--- src/rtl/display_scan_ctrl.sv ---
// Time-multiplexed scan controller for a multi-digit 7-segment display.
//
// One shared 5-bit-plus-parity digit decoder is time-shared across NUM_DIGITS
// positions. Each digit period is a blanking phase (all selects high)
// followed by an ON phase in which one digit is selected. Requesters write
// into a shadow bank. The shadow bank is copied to the active bank only at a
// frame boundary, or while the scan is disabled, so a frame never mixes old
// and new digits.
//
// Ports:
//   clk        system clock, rising edge
//   rst_n      asynchronous active-low reset
//   en         scan enable; low keeps the display dark
//   wr_valid   write request
//   wr_ready   write accepted when wr_valid & wr_ready on a clock edge
//   wr_digit   target digit position (out-of-range writes are dropped)
//   wr_code    digit code, wr_code[4] = b1 .. wr_code[0] = b5
//   wr_par     parity for wr_code, forwarded unchanged
//   dig_sel    active-low digit selects, at most one bit low
//   dec_code   shared decoder code input (dec_code[4] = b1)
//   dec_par    shared decoder parity input
//   frame_tick one-cycle pulse after each completed frame
module display_scan_ctrl #(
    parameter int unsigned NUM_DIGITS = 4,
    parameter int unsigned ON_CYC     = 1000,
    parameter int unsigned BLANK_CYC  = 100,
    parameter int unsigned IDX_W      = 2,
    parameter int unsigned CNT_W      = 16
) (
    input  logic                  clk,
    input  logic                  rst_n,
    input  logic                  en,
    input  logic                  wr_valid,
    output logic                  wr_ready,
    input  logic [IDX_W-1:0]      wr_digit,
    input  logic [4:0]            wr_code,
    input  logic                  wr_par,
    output logic [NUM_DIGITS-1:0] dig_sel,
    output logic [4:0]            dec_code,
    output logic                  dec_par,
    output logic                  frame_tick
);

    // b1 & b2 together force every segment off in the decoder.
    localparam logic [4:0]       BlankCode = 5'b11000;
    localparam logic [IDX_W-1:0] IdxLast   = IDX_W'(NUM_DIGITS - 1);
    localparam logic [CNT_W-1:0] OnLast    = CNT_W'(ON_CYC - 1);
    localparam logic [CNT_W-1:0] BlankLast = CNT_W'(BLANK_CYC - 1);

    typedef enum logic [1:0] {
        StDisabled,
        StBlank,
        StOn
    } state_e;

    state_e           state_q, state_d;
    logic [IDX_W-1:0] idx_q, idx_d;
    logic [CNT_W-1:0] cnt_q, cnt_d;
    logic             pending_q;
    logic             frame_tick_q;

    logic [4:0] shadow_code_q [NUM_DIGITS];
    logic       shadow_par_q  [NUM_DIGITS];
    logic [4:0] active_code_q [NUM_DIGITS];
    logic       active_par_q  [NUM_DIGITS];

    logic frame_last;
    logic swap_cond;
    logic wr_fire;
    logic wr_hit;

    // Last cycle of the last digit's ON phase: the frame boundary.
    assign frame_last = (state_q == StOn) && (idx_q == IdxLast) && (cnt_q == OnLast);
    assign swap_cond  = pending_q && (frame_last || (state_q == StDisabled));

    // Writes are held off on the swap edge so the bank copy and a shadow
    // update never land on the same edge.
    assign wr_ready = rst_n & ~swap_cond;
    assign wr_fire  = wr_valid & wr_ready;
    assign wr_hit   = wr_fire && (32'(wr_digit) < NUM_DIGITS);

    // Next-state logic; en has priority over every phase transition.
    always_comb begin
        state_d = state_q;
        idx_d   = idx_q;
        cnt_d   = cnt_q;
        if (!en) begin
            state_d = StDisabled;
            idx_d   = '0;
            cnt_d   = '0;
        end else begin
            unique case (state_q)
                StDisabled: begin
                    state_d = StBlank;
                    cnt_d   = '0;
                end
                StBlank: begin
                    if (cnt_q == BlankLast) begin
                        state_d = StOn;
                        cnt_d   = '0;
                    end else begin
                        cnt_d = cnt_q + 1'b1;
                    end
                end
                StOn: begin
                    if (cnt_q == OnLast) begin
                        state_d = StBlank;
                        cnt_d   = '0;
                        idx_d   = (idx_q == IdxLast) ? '0 : idx_q + 1'b1;
                    end else begin
                        cnt_d = cnt_q + 1'b1;
                    end
                end
                default: begin
                    state_d = StDisabled;
                    idx_d   = '0;
                    cnt_d   = '0;
                end
            endcase
        end
    end

    always_ff @(posedge clk or negedge rst_n) begin
        if (!rst_n) begin
            state_q      <= StBlank;
            idx_q        <= '0;
            cnt_q        <= '0;
            frame_tick_q <= 1'b0;
        end else begin
            state_q      <= state_d;
            idx_q        <= idx_d;
            cnt_q        <= cnt_d;
            // Suppressed when en drops on the boundary edge: no tick in DISABLED.
            frame_tick_q <= frame_last && en;
        end
    end

    // Shadow/active banks and the pending flag.
    always_ff @(posedge clk or negedge rst_n) begin
        if (!rst_n) begin
            pending_q <= 1'b0;
            for (int unsigned i = 0; i < NUM_DIGITS; i++) begin
                shadow_code_q[i] <= BlankCode;
                shadow_par_q[i]  <= 1'b0;
                active_code_q[i] <= BlankCode;
                active_par_q[i]  <= 1'b0;
            end
        end else begin
            if (swap_cond) begin
                pending_q <= 1'b0;
                for (int unsigned i = 0; i < NUM_DIGITS; i++) begin
                    active_code_q[i] <= shadow_code_q[i];
                    active_par_q[i]  <= shadow_par_q[i];
                end
            end else if (wr_hit) begin
                pending_q <= 1'b1;
            end
            for (int unsigned i = 0; i < NUM_DIGITS; i++) begin
                if (wr_fire && (32'(wr_digit) == i)) begin
                    shadow_code_q[i] <= wr_code;
                    shadow_par_q[i]  <= wr_par;
                end
            end
        end
    end

    // Outputs depend on registered state only.
    always_comb begin
        dig_sel  = '1;
        dec_code = BlankCode;
        dec_par  = 1'b0;
        if (state_q == StOn) begin
            for (int unsigned i = 0; i < NUM_DIGITS; i++) begin
                if (32'(idx_q) == i) begin
                    dig_sel[i] = 1'b0;
                    dec_code   = active_code_q[i];
                    dec_par    = active_par_q[i];
                end
            end
        end
    end

    assign frame_tick = frame_tick_q;

endmodule

--- config.mk ---
export PLATFORM = sky130hd
export DESIGN_NAME = display_scan_ctrl
export DESIGN_NICKNAME = d
export VERILOG_FILES = /design/src/rtl/display_scan_ctrl.sv
export SDC_FILE = /design/constraint.sdc
export NUM_CORES = 1
export LEC_CHECK = 0
export CAP_MARGIN = 10
export CORE_ASPECT_RATIO = 0.6
export CORE_MARGIN = 4
export CORE_UTILIZATION = 60
export DETAILED_ROUTE_END_ITERATION = 7
export GPL_TIMING_DRIVEN = 0
export HOLD_SLACK_MARGIN = 0.12
export PLACE_DENSITY = 0.78
export SYNTH_ARGS = -nofsm -noshare
export SYNTH_HDL_FRONTEND = slang
export SYNTH_SLANG_ARGS = --single-unit
--- constraint.sdc ---
create_clock -name clk -period 2.7 [get_ports clk]
set_input_delay 0.675 -clock clk [delete_from_list [all_inputs] [get_ports clk]]
set_output_delay 0.675 -clock clk [all_outputs]
set_load 0.01 [all_outputs]
==> impl_metrics.env, run 1 <==
export IMPL_drt_total_wl_um=10200
export IMPL_grt_overflow_total=0
export IMPL_first_iter_violations=278
export IMPL_hold_violations=0
export IMPL_r2r_start="cnt_q[0]"
export IMPL_drt_pass1_iterations=5
export IMPL_crit_chain="ha_2 -> buf_6 -> nor4b_4 -> and4_1 -> buf_6 -> a21o_1 -> a21boi_2 -> buf_2"
export IMPL_io_buffers=22
export IMPL_synthMuxAreaShare=0.0797
export IMPL_period_needed_ps=2710
export IMPL_antenna_found_initial=0
export IMPL_vias=3155
export IMPL_cpMostUsedCell="buf_6"
export IMPL_yosysMostFrequentCell="dfrtp_1"
export IMPL_clock_sinks=70
export IMPL_placed_area_um2=4340
export IMPL_fin_setup_tns_ps=-14.7
export IMPL_die_w_um=114
export IMPL_p_per_area_nw_per_um2=990
export IMPL_yosysWarningCount=0
export IMPL_fmax_mhz=368
export IMPL_ys_seq_elements=70
export IMPL_clk_path_buf_depth=2
export IMPL_drive_gt1_frac=0.260
export IMPL_syn_avg_cell_area_um2=10.2
export IMPL_grt_max_degree=73
export IMPL_cp_slowest_cell="dfrtp_1"
export IMPL_insertedDiodeCount=0
export IMPL_synth_top_cell_by_area="dfrtp_1"
export IMPL_dpl_hpwl_um=7220
export IMPL_fin_area_um2=4740
export IMPL_synth_flop_cell="dfrtp_1"
export IMPL_die_h_um=71.4
export IMPL_rsz0062_at_grt="true"
export IMPL_r2r_cells=10
export IMPL_cp_max_fo=7
export IMPL_core_area_um2=6300
export IMPL_syn_nets=413
export IMPL_nNetsFinal=451
export IMPL_synthAdderAreaFrac=0.0280
export IMPL_ios=24
export IMPL_required_ps=2030
export IMPL_status="complete, but fails checks"
export IMPL_cts_tree="done"
export IMPL_final_antenna_net_count=0
export IMPL_postCtsHoldBufs=0
export IMPL_post_route_period_util=1.01
export IMPL_post_route_util=0.751
export IMPL_synth_xor_area_frac=0.0240
export IMPL_maxCapViolCount=0
export IMPL_insertion_delay_ps=360
export IMPL_gp_congestion=0.851
export IMPL_grt_first_pass_wirelength_um=16600
export IMPL_violations="negative setup slack"
export IMPL_start_kind="register"
export IMPL_cp_end_kind="output pin"
export IMPL_peakVddDrop_mv=0.615
export IMPL_setup_viol=1
export IMPL_syn_cell_area_um2=4020
export IMPL_remaining_drc_errors=0
export IMPL_slew_headroom=0.576
export IMPL_grt_use_total=0.268
export IMPL_start_util=0.637
export IMPL_ys_types=47
export IMPL_rrSetupSlack_ps=320
export IMPL_async_reset_ff_frac=1.00
export IMPL_synth_compound_area_frac=0.172
export IMPL_clk_transition_reported_paths_ps=80
export IMPL_cts_root_buf="clkbuf_8"
export IMPL_rr_endpoint="cnt_q[9]"
export IMPL_synth_top_area_frac=0.330
export IMPL_critical_path_class="reg -> out"
export IMPL_via_per_inst=6.08
export IMPL_cp_depth=8
export IMPL_synth_top_cells_by_area="dfrtp_1 33%, dfstp_2 11%, mux2_2 6.7%, o211ai_1 4.5%, nand2_1 4.0%"
export IMPL_cts_made_buffers=9
export IMPL_cts_max_level=3
export IMPL_hold_path_class="in -> async"
export IMPL_critPathArrivalTime_ps=2040
export IMPL_setup_ws_ps=-14.7
export IMPL_die_area_um2=8110
export IMPL_crit_buf_inv=3
export IMPL_rows=22
export IMPL_finalClockSkew_ps=13.4
export IMPL_syn_inst=392
export IMPL_slew_violations=0
export IMPL_wire_per_inst_um=19.6
export IMPL_grt_pass1_vias=3070
export IMPL_critPathMaxStageDelay_ps=410
export IMPL_synthTopCellsByCount="53 x dfrtp_1, 43 x nand2_1"
export IMPL_finalPower_w=0.00469
export IMPL_synth_top_family_by_area="simple AND/OR/NAND/NOR gates"
export IMPL_synthSimpleGateAreaFrac=0.209
export IMPL_synth_edf_count=0
export IMPL_synth_seq_area_share=0.441
export IMPL_critPathTopFamily="flip-flops"
export IMPL_leakage_nw=1.86
export IMPL_worst_pin_slew_ps=636
export IMPL_syn2layout_area_growth_pct=17.9
==> worst reg2reg max path: stages, from the launching register on <==
cell and delay, ps:
dfrtp_1 380, ha_2 190, buf_6 120, nor4b_4 270, buf_4 160, buf_4 120, nand4_4 180, buf_6 220
a22oi_4 350, buf_8 190, nor3_1 60
==> worst max-delay path by stage <==
stage | startpoint | to | slack, ps
after floorplan | state_q[0] | wr_ready | 280
after global placement | rst_n | shadow_code_q[0] | -2980
after detailed placement | state_q[0] | wr_ready | -570
after CTS | cnt_q[0] | wr_ready | -20
after global routing | state_q[0] | wr_ready | -90
final | cnt_q[0] | wr_ready | -10
==> final cells by class <==
cell class              instances  area, um2
flip-flops and latches         70       1770
repair buffers                 28        233
plain buffers                  26        186
clock inverters                 6        116
clock buffers                  10        138
multi-input cells             281       2130
inverters                      14       55.1
well taps                      84        105
fillers                       437       1570
==> metrics by stage <==
stage,worst slack (ps),hold slack (ps),cells
after floorplan,276,379,392
after global placement,-2980,477,498
after detailed placement,-568,488,498
after CTS,-24.7,470,515
after global routing,-94.4,352,519
final,-14.7,315,519
==> cell families after synthesis <==
| group | after synthesis |
|---|---|
| AND/OR/NAND/NOR | 147 |
| AO/OA/AOI/OAI | 85 |
| buffers and inverters | 41 |
| adder cells (fa/ha/maj) | 9 |
| XOR/XNOR | 11 |
| multiplexers | 29 |
| flip-flops | 70 |
==> state kept, by name, summed over array words and instances (netlist names) <==
| register | cells |
|---|---|
| state_q | 2 |
| frame_tick | 1 |
| active_code_q | 20 |
| idx_q | 2 |
| active_par_q | 4 |
| shadow_par_q | 4 |
| shadow_code_q | 20 |
| cnt_q | 16 |
| pending_q | 1 |
==> routing by layer <==
layer / share of wire / track usage / routed length [um]
met1: 0.51 / 0.429 / 5210
met2: 0.39 / 0.348 / 4000
met3: 0.084 / 0.0835 / 853
met4: 0.0097 / 0.0627 / 99
met5: 0 / 0 / 0
==> placed cells by master, fill, tap and decap left out, drive strengths merged, types with 16 or more instances in the layout <==
master and count:
dfrtp 53, nand2 43, clkbuf 27, nor2b 24, mux2 24, nand2b 24
o211ai 24, o21ai 23, buf 22, dfstp 17, nor3 16, inv 16
==> report_power, final <==
| part | internal (W) | switching, W | leakage (nW) |
|---|---|---|---|
| combinational | 0.000820 | 0.000986 | 0.891 |
| sequential | 0.00154 | 0.000275 | 0.845 |
| clock | 0.000647 | 0.000419 | 0.127 |
==> repair_timing <==
action / 4_1_cts / 5_1_grt
buffers inserted: 2 / 4
endpoints found under the setup margin: 11 / 31
pin swaps: 1 / 4
resized for setup: 62 / 16
(Power assumes the default switching activity.)
==> run 2: changes to the inputs <==
--- a/config.mk
+++ b/config.mk
@@ -5,14 +5,14 @@
 export SDC_FILE = /design/constraint.sdc
 export NUM_CORES = 1
 export LEC_CHECK = 0
-export CAP_MARGIN = 10
 export CORE_ASPECT_RATIO = 0.6
 export CORE_MARGIN = 4
 export CORE_UTILIZATION = 60
 export DETAILED_ROUTE_END_ITERATION = 7
 export GPL_TIMING_DRIVEN = 0
-export HOLD_SLACK_MARGIN = 0.12
+export HOLD_SLACK_MARGIN = 0.08
 export PLACE_DENSITY = 0.78
 export SYNTH_ARGS = -nofsm -noshare
 export SYNTH_HDL_FRONTEND = slang
 export SYNTH_SLANG_ARGS = --single-unit
+export TNS_END_PERCENT = 5
==> impl_metrics.env, run 2 (same netlist as run 1, synthesis figures left out) <==
export IMPL_postCtsHoldBufs=0
export IMPL_crit_chain="ha_1 -> buf_4 -> nor4b_4 -> and4_1 -> buf_4 -> a21o_1 -> a21boi_2 -> buf_2"
export IMPL_syn2layout_area_growth_pct=16.6
export IMPL_clk_path_buf_depth=2
export IMPL_die_h_um=71.4
export IMPL_cts_made_buffers=9
export IMPL_setup_viol=3
export IMPL_critPathTopFamily="simple AND/OR/NAND/NOR gates"
export IMPL_cp_end_kind="output pin"
export IMPL_rrSetupSlack_ps=300
export IMPL_peakVddDrop_mv=0.609
export IMPL_critical_path_class="reg -> out"
export IMPL_clock_sinks=70
export IMPL_ios=24
export IMPL_fin_area_um2=4690
export IMPL_die_w_um=114
export IMPL_grt_first_pass_wirelength_um=16600
export IMPL_vias=3158
export IMPL_grt_overflow_total=0
export IMPL_cp_max_fo=8
export IMPL_cp_slowest_cell="dfrtp_1"
export IMPL_final_common_cell="dfrtp_1"
export IMPL_slew_violations=0
export IMPL_period_needed_ps=2780
export IMPL_crit_buf_inv=3
export IMPL_grt_max_degree=73
export IMPL_rows=22
export IMPL_via_per_inst=6.12
export IMPL_cts_root_buf="clkbuf_8"
export IMPL_startpoint="cnt_q[0]"
export IMPL_clk_transition_reported_paths_ps=80
export IMPL_fill_cells=448
export IMPL_rr_endpoint="cnt_q[9]"
export IMPL_start_util=0.637
export IMPL_insertion_delay_ps=350
export IMPL_placed_area_um2=4340
export IMPL_antenna_found_initial=0
export IMPL_gp_congestion=0.851
export IMPL_hold_violations=0
export IMPL_cts_tree="done"
export IMPL_grt_pass1_vias=3071
export IMPL_grt_use_total=0.267
export IMPL_worst_pin_slew_ps=647
export IMPL_finalClockSkew_ps=10.9
export IMPL_r2r_cells=10
export IMPL_cp_depth=8
export IMPL_remaining_drc_errors=0
export IMPL_cts_max_level=3
export IMPL_maxCapViolCount=0
export IMPL_critPathMaxStageDelay_ps=380
export IMPL_p_per_area_nw_per_um2=996
export IMPL_start_kind="register"
export IMPL_drt_pass1_iterations=5
export IMPL_finalPower_w=0.00467
export IMPL_nNetsFinal=448
export IMPL_final_antenna_net_count=0
export IMPL_post_route_util=0.743
export IMPL_insertedDiodeCount=0
export IMPL_slew_headroom=0.569
export IMPL_leakage_nw=1.85
export IMPL_die_area_um2=8110
export IMPL_cpMostUsedCell="buf_4"
export IMPL_fmax_mhz=360
export IMPL_area_sequential_um2=1770
export IMPL_dpl_hpwl_um=7220
export IMPL_final_cell_mix="52 x dfrtp_1, 42 x nand2_1"
export IMPL_rsz0062_at_grt="true"
export IMPL_wire_per_inst_um=19.7
export IMPL_first_iter_violations=312
export IMPL_critPathArrivalTime_ps=2100
export IMPL_drive_gt1_frac=0.248
export IMPL_whs_ps=311
export IMPL_io_buffers=22
export IMPL_r2r_start="cnt_q[0]"
export IMPL_setup_ws_ps=-78.5
export IMPL_required_ps=2030
export IMPL_hold_path_class="in -> async"
export IMPL_top_regs="active_code_q: 20 flops, shadow_code_q: 20 flops, cnt_q: 16 flops"
export IMPL_drt_total_wl_um=10200
export IMPL_fin_setup_tns_ps=-136
export IMPL_violations="negative setup slack"
export IMPL_multi_input_area_um2=2100
export IMPL_status="complete, but fails checks"
export IMPL_endpoint="wr_ready"
export IMPL_post_route_period_util=1.03
export IMPL_core_area_um2=6300
-- run 2: how the worst min path moves through the flow --
stage              from               end  slack [ps]  cells after the start
2_1_floorplan     rst_n  active_code_q[0]         380                      0
3_3_place_gp   cnt_q[0]          cnt_q[0]         480                      1
3_5_place_dp   cnt_q[0]          cnt_q[0]         490                      1
4_1_cts           rst_n  active_code_q[1]         470                      1
5_1_grt           rst_n         cnt_q[10]         350                      1
6_report          rst_n        state_q[1]         310                      1
-- run 2: timing repair --
item / CTS / global route
pin swaps: 0 / 1
gates resized for setup: 52 / 18
hold endpoints to repair: 0 / 0
setup endpoints to repair: 11 / 35
setup buffers: 1 / 2
-- run 2: layer usage --
layer,GRT usage,share of wire
met5,0,0
met2,0.340,0.39
met3,0.0861,0.082
met4,0.0720,0.015
met1,0.428,0.51
-- run 2: cell type report --
| class | instances | area share |
|---|---|---|
| clock buffers | 10 | 0.0294 |
| clock inverters | 6 | 0.0248 |
| inverters | 14 | 0.0112 |
| plain buffers | 26 | 0.0344 |
| multi-input cells | 281 | 0.449 |
| flip-flops and latches | 70 | 0.379 |
| repair buffers | 25 | 0.0499 |
| well taps | 84 | 0.0224 |
-- run 2: stage by stage --
step,setup WS (ps),std cells
floorplan,276,392
global placement,-2980,498
detailed placement,-568,498
CTS,-204,514
global route,-194,516
finish,-78.5,516
-- run 2: power breakdown --
group	internal, W	switching, W
logic	0.000802	0.000979
registers	0.00154	0.000278
clock network	0.000647	0.000419
total	0.00299	0.00168
==> RTL change, RTL diff (config.mk and constraints of run 1) <==
Set the parameter `CNT_W` to 32 (it was 16).
--- a/src/rtl/display_scan_ctrl.sv
+++ b/src/rtl/display_scan_ctrl.sv
@@ -25,7 +25,7 @@
     parameter int unsigned ON_CYC     = 1000,
     parameter int unsigned BLANK_CYC  = 100,
     parameter int unsigned IDX_W      = 2,
-    parameter int unsigned CNT_W      = 16
+    parameter int unsigned CNT_W      = 32
 ) (
     input  logic                  clk,
     input  logic                  rst_n,
Behaviour: no difference found for any inputs over 10 cycles, from zero or initial values and one cycle with rst_n low; that may be too few to reach the edited logic, so the function may still have changed.
==> RTL change against run 1 <==
  * The run still ends with setup timing left
  * Core utilization decreased by 0.33 points
  * Die area increased by 4.5%
  * Routed wire length decreased by 5.8%
  * Sequential cell count increased by 16
  * Area after synthesis increased by 5.0%
  * Fmax decreased by 0.97%
  * Worst setup slack got worse by 27 ps
  * Cell area increased by 6.8%
  * Critical path type unchanged
Power is not compared: it rests on default switching activity, and its combinational part moved more than twofold at a synthesized area within 25%.
==> RTL change: results <==
{
  "critPathArrivalTime_ps": 2070,
  "nClkBuffers": 9,
  "grt_pass1_vias": 3030,
  "fmax_mhz": 365,
  "drtIter0Drc": 342,
  "synth_fa_ha_area_frac": 0.0267,
  "nMultiInputCombCells": 265,
  "nets": 448,
  "met3_usage": 0.0721,
  "clkCellAreaFrac": 0.0542,
  "worst_slack_ps": -41.4,
  "ys_types": 46,
  "use_met2": 0.339,
  "synth_xor_area_frac": 0.0561,
  "wirelength_met1_um": 4530,
  "buffer_area_frac": 0.0935,
  "postPlaceCellArea_um2": 4570,
  "dp_slack_ps": -610,
  "avgSynthCellArea_um2": 11.2,
  "inverters_excl_clock": 10,
  "violations": "setup timing",
  "synth_area_leaders": "dfrtp_1, mux2_2, dfstp_2, nor2_1, xnor2_1",
  "synth-compound-area-share": 0.0478,
  "outcome": "complete, but fails checks",
  "track_usage": 0.248,
  "fillers": 432,
  "tightest_slew_ps": 964,
  "wl_met3_um": 670,
  "reg.largest.list": "cnt_q x32, active_code_q x20, shadow_code_q x20",
  "multi_input_area_share": 0.394,
  "drt_wl_total_um": 9580,
  "met2_length_um": 4210,
  "post-route-util": 0.748,
  "drive_above_1_share": 0.315,
  "clock-skew-final_ps": 6.37,
  "seq_share": 0.430,
  "ys_seq_area_frac": 0.515,
  "buffers": 55,
  "dpl.cell_count": 488,
  "muxShareOfSynthArea": 0.128,
  "setup_tns_ps": -41.4,
  "setup_viol": 1
}
==> RTL change: logic make-up (layout without fill, tap and decap cells) <==
kind of cell	after synthesis	after routing
simple gates	150	150
flops	86	86
mux	48	48
compound gates	31	31
xor+xnor	27	27
buf+inv	27	81
fa+ha+maj	9	9
==> RTL change: what timing repair did <==
action,CTS,global route
resized for setup,41,17
buffers inserted,7,9
pin swaps,2,10
endpoints found under the setup margin,10,66
gates cloned,0,1
==> RTL change: final timing paths <==
kind / start / cells past startpoint / end
worst min-delay path: rst_n / 1 / cnt_q[13]
worst max-delay path: cnt_q[8] / 6 / wr_ready
min in group clk: shadow_code_q[14] / 2 / active_code_q[14]
max in group asynchronous: rst_n / 2 / active_code_q[14]
worst max register to register: cnt_q[10] / 9 / cnt_q[15]
worst min register to register: shadow_code_q[14] / 2 / active_code_q[14]
==> RTL change: worst max-delay path, stage by stage (launching register included) <==
cell and delay, ps:
dfrtp_1 410, nand4_1 200, or4_4 570, o31ai_4 230
buf_6 150, nor2b_1 40, buf_2 130
